File: config.mk
export PLATFORM = sky130hd
export DESIGN_NAME = chunk_serial_adder
export DESIGN_NICKNAME = d
export VERILOG_FILES = /design/src/rtl/chunk_serial_adder.sv
export SDC_FILE = /design/constraint.sdc
export NUM_CORES = 1
export LEC_CHECK = 0
export CORE_MARGIN = 2
export CORE_UTILIZATION = 40
export CTS_BUF_LIST = sky130_fd_sc_hd__clkbuf_8
export DETAILED_ROUTE_END_ITERATION = 12
export PLACE_DENSITY = 0.75
export SLEW_MARGIN = 30
export SYNTH_ARGS = -nofsm -noshare
export SYNTH_HDL_FRONTEND = slang
export SYNTH_SLANG_ARGS = --single-unit
File: constraint.sdc
create_clock -name clk -period 3.3 [get_ports clk]
set_clock_uncertainty 0.2 [all_clocks]
set_input_delay 0.99 -clock clk [delete_from_list [all_inputs] [get_ports clk]]
set_output_delay 0.99 -clock clk [all_outputs]
set_load 0.05 [all_outputs]
File: src/rtl/chunk_serial_adder.sv
// chunk_serial_adder: multi-cycle add/subtract, CHUNK bits per cycle through a registered carry.
module chunk_serial_adder #(
  parameter int WIDTH = 8,
  parameter int CHUNK = 2
) (
  input  logic             clk,
  input  logic             rst,
  input  logic             start_i,
  input  logic [WIDTH-1:0] a_i,
  input  logic [WIDTH-1:0] b_i,
  input  logic             cin_i,
  input  logic             sub_i,
  output logic             busy_o,
  output logic             done_o,
  output logic [WIDTH-1:0] sum_o,
  output logic             cout_o,
  output logic             ovf_o
);
  localparam int NCHUNK = WIDTH / CHUNK;
  localparam int CW = $clog2(NCHUNK + 1);
  typedef enum logic {IDLE, RUN} state_t;
  state_t           state_q;
  logic [WIDTH-1:0] a_q, b_q, r_q, r_d;
  logic             c_q;
  logic [CW-1:0]    cnt_q;
  logic [CHUNK:0]   cs;
  logic             cmsb, last;
  always_comb begin
    cs   = {1'b0, a_q[CHUNK-1:0]} + {1'b0, b_q[CHUNK-1:0]} + {{CHUNK{1'b0}}, c_q};
    cmsb = cs[CHUNK-1] ^ a_q[CHUNK-1] ^ b_q[CHUNK-1];
    // each chunk enters at the top so the result is aligned after NCHUNK shifts
    r_d  = (r_q >> CHUNK) | (WIDTH'(cs[CHUNK-1:0]) << (WIDTH - CHUNK));
    last = cnt_q == CW'(NCHUNK - 1);
  end
  always_ff @(posedge clk) begin
    if (rst) begin
      state_q <= IDLE;
      a_q     <= '0;
      b_q     <= '0;
      r_q     <= '0;
      c_q     <= 1'b0;
      cnt_q   <= '0;
      busy_o  <= 1'b0;
      done_o  <= 1'b0;
      sum_o   <= '0;
      cout_o  <= 1'b0;
      ovf_o   <= 1'b0;
    end else begin
      done_o <= 1'b0;
      case (state_q)
        IDLE: if (start_i) begin
          a_q     <= a_i;
          b_q     <= sub_i ? ~b_i : b_i;
          c_q     <= sub_i | cin_i;
          cnt_q   <= '0;
          busy_o  <= 1'b1;
          state_q <= RUN;
        end
        RUN: begin
          a_q   <= a_q >> CHUNK;
          b_q   <= b_q >> CHUNK;
          c_q   <= cs[CHUNK];
          r_q   <= r_d;
          cnt_q <= cnt_q + 1'b1;
          if (last) begin
            sum_o   <= r_d;
            cout_o  <= cs[CHUNK];
            ovf_o   <= cmsb ^ cs[CHUNK];
            busy_o  <= 1'b0;
            done_o  <= 1'b1;
            state_q <= IDLE;
          end
        end
        default: state_q <= IDLE;
      endcase
    end
  end
endmodule
==> qor.txt, run 1 <==
Status -> complete, no violations
Post-CTS Setup Bufs -> 0
Hold Startpoint -> sum_o[1]
Num rows -> 23
Cells after Synth -> 178
Total length of routed wires -> 2900 um
Worst-margin pin slew -> 664 ps
Number of antenna diodes -> 0
Synth cell types -> 29
Worst Hold Path Cells -> 2
Core ar. -> 0.00406 mm2
CP Launch Type -> flop
IO Count -> 33
Relative slew margins -> 0.556
Ys flop type -> dfxtp_1
CP endpoint kind -> output port
Fmax -> 377 MHz
HPWL after detailed placement -> 2000 um
Post-synthesis sequential element count -> 39
Starting DRT DRC Count -> 56
Worst path cell trace -> clkdlybuf4s50_1
Post-Layout Inst Area -> 0.00213 mm2
Final ANT Viol Nets -> 0
HP Class -> flop to flop
Initial antenna violation count -> 0
Warnings, synthesis -> 0
CTS Buffer Depth -> 2
Final hold viol count -> 0
Period utilization -> 0.804
Wirelength per Cell -> 11.3 um
Synth Cell Area -> 0.00172 mm2
Total track usage -> 0.131
Crit path launch -> busy_o
EDFF count, synth -> 0
Post-DP Area -> 0.00203 mm2
CP max stage cell -> clkdlybuf4s50_1
CTS tree -> built
Root buffer cell -> clkbuf_8
Worst EP required -> 2110 ps
Worst Path Max Fanout -> 3
Area delta synth->final -> 23.9%
Setup TNS -> 0 ps
Fin util -> 0.525
Max-Cap Viols -> 0
Worst setup path class -> flop to output port
Htree depth -> 2
Largest net degree at the start of global routing -> 32
Final Net Count -> 231
Flop2flop setup slack -> 1110 ps
Dpl ws -> 432 ps
Die Y -> 69.6 um
R2R depth -> 6
Vias -> 1224
Worst-Skew Late Latency -> 290 ps
Share of layout cells above drive strength 1 -> 0.0918
Register area share after synthesis -> 0.454
Total CTS buffers -> 5
Syn Nets -> 203
Worst setup margin -> 645 ps
Post-cts hold buffer count -> 0
Hold WS -> 254 ps
Ys async rst share -> 0
Crit path buf inv count -> 1
RSZ-0062 raised after global routing -> false
Worst IR drop on VDD -> 300 uV
CP arrival -> 1460 ps
RR Endpoint -> ovf_o
LEAKAGE -> 0.806 nW
Hold Path End -> sum_o[1]
Biggest cell delay along the critical path -> 820 ps
Setup Viol. Count Final -> 0
Die area -> 0.00484 mm2
Mean number of vias per cell -> 4.76
Gp weighted congestion -> 0.684
Pwr Density -> 460 mW/mm2
Min Tclk post-route -> 2650 ps
Starting Density -> 0.424
First-pass GRT wire length -> 5050 um
Vias in the first global route -> 1165
Worst R2R Start -> a_q[0]
Clk sinks -> 39
Overflow left after global routing -> 0
Router iterations before antenna repair -> 4
Clock-pin slew on the worst setup and hold paths -> 70 ps
Final Max Tran Viols -> 0
Kind of cell adding the most delay to the critical path -> buffers and inverters
Drc violations -> 0
Post_cts resized -> 0
Die X-Extent -> 69.6 um
Syn avg cell area -> 9.66 um2
Port Buffer Count -> 32
==> cells in the mapped netlist, types with 3 or more instances <==
cell      count  area, um2
dfxtp_1      39        781
nor2_1       27        101
mux2i_1      19        190
nand2_1      19       71.3
a21oi_1       9       45.0
xor2_1        8       70.1
a211oi_1      6       45.0
buf_2         6       30.0
inv_1         6       22.5
o22ai_1       6       37.5
mux2_2        5       56.3
nand2b_1      3       18.8
xnor2_1       3       26.3
==> how the worst max path moves through the flow <==
stage / endpoint / slack (ps) / depth (start not counted)
6_report: busy_o / 650 / 1
2_1_floorplan: ovf_o / 1250 / 6
4_1_cts: busy_o / 630 / 1
3_3_place_gp: b_q[5] / 470 / 4
3_5_place_dp: b_q[4] / 430 / 4
5_1_grt: busy_o / 610 / 1
==> cells in the final DEF, fill, tap and decap left out, types with 2 or more instances in the layout <==
master / n
a211oi_2: 2
clkdlybuf4s50_1: 32
buf_4: 3
xnor2_1: 3
inv_1: 7
dfxtp_1: 39
a21oi_1: 9
nor2_1: 27
nand2_1: 19
a211oi_1: 6
mux2_2: 5
nand2b_1: 3
clkbuf_8: 7
xor2_1: 8
o22ai_1: 6
fa_1: 2
ha_1: 2
mux2i_1: 19
==> cells by family (layout without fill, tap and decap cells) <==
logic type               after synthesis  after routing  synth area share
AND/OR/NAND/NOR                       53             53             0.129
flip-flops                            39             39             0.454
AO/OA/AOI/OAI                         26             26             0.103
multiplexers                          25             25             0.152
buffers and inverters                 20             49            0.0677
XOR/XNOR                              11             11            0.0560
adder cells (fa/ha/maj)                4              4            0.0378
==> state kept, by name, indices dropped and copies added (netlist names) <==
| name | flops |
|---|---|
| cout_o | 1 |
| busy_o | 1 |
| cnt_q | 3 |
| done_o | 1 |
| b_q | 8 |
| a_q | 8 |
| sum_o | 8 |
| state_q | 1 |
| r_q | 6 |
| c_q | 1 |
| ovf_o | 1 |
==> per-stage QoR <==
stage | instances | power [mW]
floorplan | 178 | 0.611
global placement | 249 | 0.647
detailed placement | 249 | 0.650
CTS | 257 | 0.994
global route | 257 | 1.03
finish | 257 | 0.981
==> routing by layer <==
layer	track usage	part of all wire	routed length [um]
met1	0.165	0.48	1380
met2	0.206	0.46	1340
met3	0.0392	0.048	138
met4	0.0588	0.015	44
met5	0	0	0
==> final cells by class <==
type	instances	area, um2
multi-input combinational	119	822
clock buffer	7	96.3
fill	394	1930
sequential	39	781
clock inverter	1	3.75
timing repair buffer	35	343
tap	50	62.6
inverter	6	22.5
==> worst reg2reg max path, stage by stage (launching register included) <==
cell and delay (ps):
dfxtp_1 330, inv_1 60, fa_1 430, fa_1 580, xor2_1 210, xnor2_1 80
a211oi_1 220
==> report_power, final <==
part	internal (mW)	switching (mW)
logic	0.0693	0.0639
registers	0.492	0.0121
clock network	0.188	0.156
Note: power is estimated with default switching activity, not from simulation.
==> run 2: changes to the inputs <==
Clock period 3.3 ns to 2.8 ns, I/O delays scaled along.
==> qor.txt, run 2 (synthesized netlist as in run 1, its figures left out) <==
Worst IR drop on VDD -> 297 uV
Final Max Tran Viols -> 0
Worst setup margin -> 305 ps
Final ANT Viol Nets -> 0
Num rows -> 23
Worst-Skew Late Latency -> 290 ps
Initial antenna violation count -> 0
Worst setup path class -> flop to output port
Final hold viol count -> 0
IO Count -> 33
Flop2flop setup slack -> 640 ps
Post-CTS Setup Bufs -> 0
Vias in the first global route -> 1180
Starting DRT DRC Count -> 109
Worst Path Max Fanout -> 3
Largest net degree at the start of global routing -> 32
Relative slew margins -> 0.653
Worst path cell trace -> clkdlybuf4s50_1
Core ar. -> 0.00406 mm2
Total length of routed wires -> 2900 um
Post-Layout Inst Area -> 0.00214 mm2
Status -> complete, no violations
WL met2 -> 1300 um
Gp weighted congestion -> 0.730
Area delta synth->final -> 24.4%
Largest registers -> a_q x8, b_q x8, sum_o x8
Mean number of vias per cell -> 4.76
HPWL after detailed placement -> 2040 um
CP arrival -> 1460 ps
HP Class -> flop to flop
Fillers -> 375
RSZ-0062 raised after global routing -> false
M1 WL -> 1400 um
Die Y -> 69.6 um
Most frequent cells in the layout -> 39 x dfxtp_1, 32 x clkdlybuf4s50_1, 27 x nor2_1, 19 x mux2i_1, 19 x nand2_1
Die area -> 0.00484 mm2
Number of antenna diodes -> 0
Clk sinks -> 39
Wirelength per Cell -> 11.3 um
Starting Density -> 0.424
Most common cell after layout, fill and taps aside -> dfxtp_1
Router iterations before antenna repair -> 3
Post-DP Area -> 0.00205 mm2
CTS tree -> built
Share of layout cells above drive strength 1 -> 0.0966
Pwr Density -> 531 mW/mm2
Setup TNS -> 0 ps
CTS Buffer Depth -> 2
Min Tclk post-route -> 2500 ps
Final Net Count -> 232
Max-Cap Viols -> 0
Total CTS buffers -> 5
First-pass GRT wire length -> 5250 um
Metal3 WL -> 166 um
Fmax -> 401 MHz
Worst EP required -> 1760 ps
LEAKAGE -> 0.807 nW
Crit path buf inv count -> 1
CP max stage cell -> clkdlybuf4s50_1
CP Launch Type -> flop
Period utilization -> 0.891
Vias -> 1223
Drc violations -> 0
Setup Viol. Count Final -> 0
Kind of cell adding the most delay to the critical path -> buffers and inverters
Die X-Extent -> 69.6 um
CP endpoint kind -> output port
Post-cts hold buffer count -> 0
Post_cts resized -> 0
Clock-pin slew on the worst setup and hold paths -> 70 ps
Htree depth -> 2
Worst-margin pin slew -> 520 ps
Root buffer cell -> clkbuf_8
Dpl ws -> 329 ps
Total track usage -> 0.134
Overflow left after global routing -> 0
Port Buffer Count -> 32
Biggest cell delay along the critical path -> 810 ps
Uppermost layer routed -> met4
## run 2: cell count changes in the layout (fill, tap and decap cells not counted)
cell	delta
inv_1	-1
buf_12	+1
clkinv_2	+1
clkbuf_8	-1
## run 2: final cells by class
class | instances | area (um2) | share of cell area
inverter | 6 | 22.5 | 0.0105
timing repair buffer | 36 | 363 | 0.170
sequential | 39 | 781 | 0.365
tap | 50 | 62.6 | 0.0293
multi-input combinational | 119 | 822 | 0.384
clock buffer | 6 | 82.6 | 0.0386
clock inverter | 1 | 5.00 | 0.00234
## run 2: worst paths after layout
path / startpoint / end / cells past startpoint
max: busy_o / busy_o / 1
min: sum_o[0] / sum_o[0] / 2
max reg2reg: a_q[0] / ovf_o / 6
min reg2reg: sum_o[0] / sum_o[0] / 2
## run 2: power by group
part	switching (mW)	internal, mW
clock	0.189	0.193
sequential	0.0144	0.580
combinational	0.0748	0.0843
total	0.278	0.857
## run 2: metrics by stage
| stage | hold WS [ps] | power, mW | std cells | util |
|---|---|---|---|---|
| after floorplan | 231 | 0.720 | 178 | - |
| after global placement | 242 | 0.765 | 250 | 0.505 |
| after detailed placement | 247 | 0.768 | 250 | 0.505 |
| after CTS | 257 | 1.15 | 257 | 0.527 |
| after global routing | 278 | 1.20 | 257 | 0.527 |
| final | 252 | 1.14 | 257 | 0.527 |
## run 2: per-layer routing
| layer | global-route usage | vias to the layer above |
|---|---|---|
| li1 | - | 649 |
| met1 | 0.168 | 542 |
| met2 | 0.210 | 29 |
| met3 | 0.0509 | 3 |
| met4 | 0.0458 | 0 |
| met5 | 0 | - |
==> run 3: changes to the inputs <==
Settings changed: DONT_BUFFER_PORTS from default to 1, PLACE_DENSITY 0.75 to 0.65.
==> qor.txt, run 3 (synthesized netlist as in run 1, its figures left out) <==
CP endpoint kind -> flop
Fin util -> 0.451
Min Tclk post-route -> 2190 ps
Worst setup path class -> flop to flop
CP arrival -> 2200 ps
Starting DRT DRC Count -> 21
Post-cts hold buffer count -> 0
Fillers -> 388
Port Buffer Count -> 0
Period utilization -> 0.782
Worst Hold Path Cells -> 2
Number of antenna diodes -> 0
Final Max Tran Viols -> 0
Total length of routed wires -> 2990 um
Most frequent cells in the layout -> 39 x dfxtp_1, 27 x nor2_1, 19 x mux2i_1, 19 x nand2_1, 9 x a21oi_1
Worst-Skew Late Latency -> 290 ps
Clk sinks -> 39
Die area -> 0.00484 mm2
Vias in the first global route -> 1120
Pwr Density -> 685 mW/mm2
Pwr Total -> 1.25 mW
Mean number of vias per cell -> 5.14
Die X-Extent -> 69.6 um
Max-Cap Viols -> 0
Overflow left after global routing -> 0
CP Launch Type -> flop
Post-CTS Setup Bufs -> 0
HP Class -> flop to flop
CTS Buffer Depth -> 2
Gp weighted congestion -> 0.724
Final ANT Viol Nets -> 0
Share of layout cells above drive strength 1 -> 0.104
Largest registers -> a_q x8, b_q x8, sum_o x8
Core ar. -> 0.00406 mm2
Total CTS buffers -> 5
IO Count -> 33
Htree depth -> 2
Worst-margin pin slew -> 537 ps
Fmax -> 457 MHz
Area delta synth->final -> 6.55%
Router iterations before antenna repair -> 4
Final hold viol count -> 0
Most common cell after layout, fill and taps aside -> dfxtp_1
Largest net degree at the start of global routing -> 37
Placed insts -> 215
Root buffer cell -> clkbuf_8
Drc violations -> 0
LEAKAGE -> 0.686 nW
Worst Path Max Fanout -> 3
R2R depth -> 6
Worst IR drop on VDD -> 428 uV
Die Y -> 69.6 um
Final Net Count -> 197
Clock-pin slew on the worst setup and hold paths -> 80 ps
Vias -> 1146
Setup TNS -> 0 ps
CTS tree -> built
First-pass GRT wire length -> 4860 um
Relative slew margins -> 0.642
Post_cts resized -> 0
Num rows -> 23
Wirelength per Cell -> 13.4 um
Worst EP required -> 2810 ps
Status -> complete, no violations
Initial antenna violation count -> 0
Total track usage -> 0.126
HPWL after detailed placement -> 2080 um
Final Non-Filler Cells -> 223
Starting Density -> 0.424
RSZ-0062 raised after global routing -> false
Setup Viol. Count Final -> 0
## run 3: cell count changes in the layout (fill, tap and decap cells not counted)
cell	delta
clkdlybuf4s50_1	-32
buf_4	-2
bufinv_16	+2
buf_12	-1
clkbuf_8	-1
clkinv_2	-1
clkinvlp_4	+1
## run 3: cell type report
class | count | area, um2 | area share
Sequential cell | 39 | 781 | 0.426
Timing Repair Buffer | 1 | 7.51 | 0.00410
Clock buffer | 5 | 68.8 | 0.0376
Clock inverter | 3 | 67.6 | 0.0369
Tap cell | 50 | 62.6 | 0.0342
Inverter | 6 | 22.5 | 0.0123
Multi-Input combinational cell | 119 | 822 | 0.449
## run 3: per-stage QoR
stage	hold WS [ps]	area, um2	worst slack (ps)
6_report	253	1830	610
2_1_floorplan	231	1720	746
3_3_place_gp	240	1700	714
4_1_cts	255	1830	603
5_1_grt	285	1830	466
3_5_place_dp	244	1700	610
## run 3: worst paths after layout
check / startpoint / endpoint / slack [ps]
worst max-delay path: b_q[0] / ovf_o / 610
worst min register to register: r_q[3] / sum_o[1] / 250
worst max register to register: b_q[0] / ovf_o / 610
worst min-delay path: r_q[3] / sum_o[1] / 250
## run 3: metal layers
metal	share of wire	GRT usage	up-vias
met3	0.063	0.0494	5
li1	-	-	577
met5	0	0	-
met4	0.011	0.0523	0
met2	0.50	0.217	30
met1	0.43	0.136	534
## run 3: power by group
part / switching [mW] / total, mW / internal [mW]
clock network: 0.196 / 0.552 / 0.355
logic: 0.0476 / 0.102 / 0.0544
registers: 0.0209 / 0.601 / 0.580
## run 3: worst max-delay path, stage by stage (launching register included)
cell and delay (ps):
dfxtp_1 340, inv_1 70, fa_1 430, fa_1 570, xor2_1 190, xnor2_1 90, a211oi_1 230
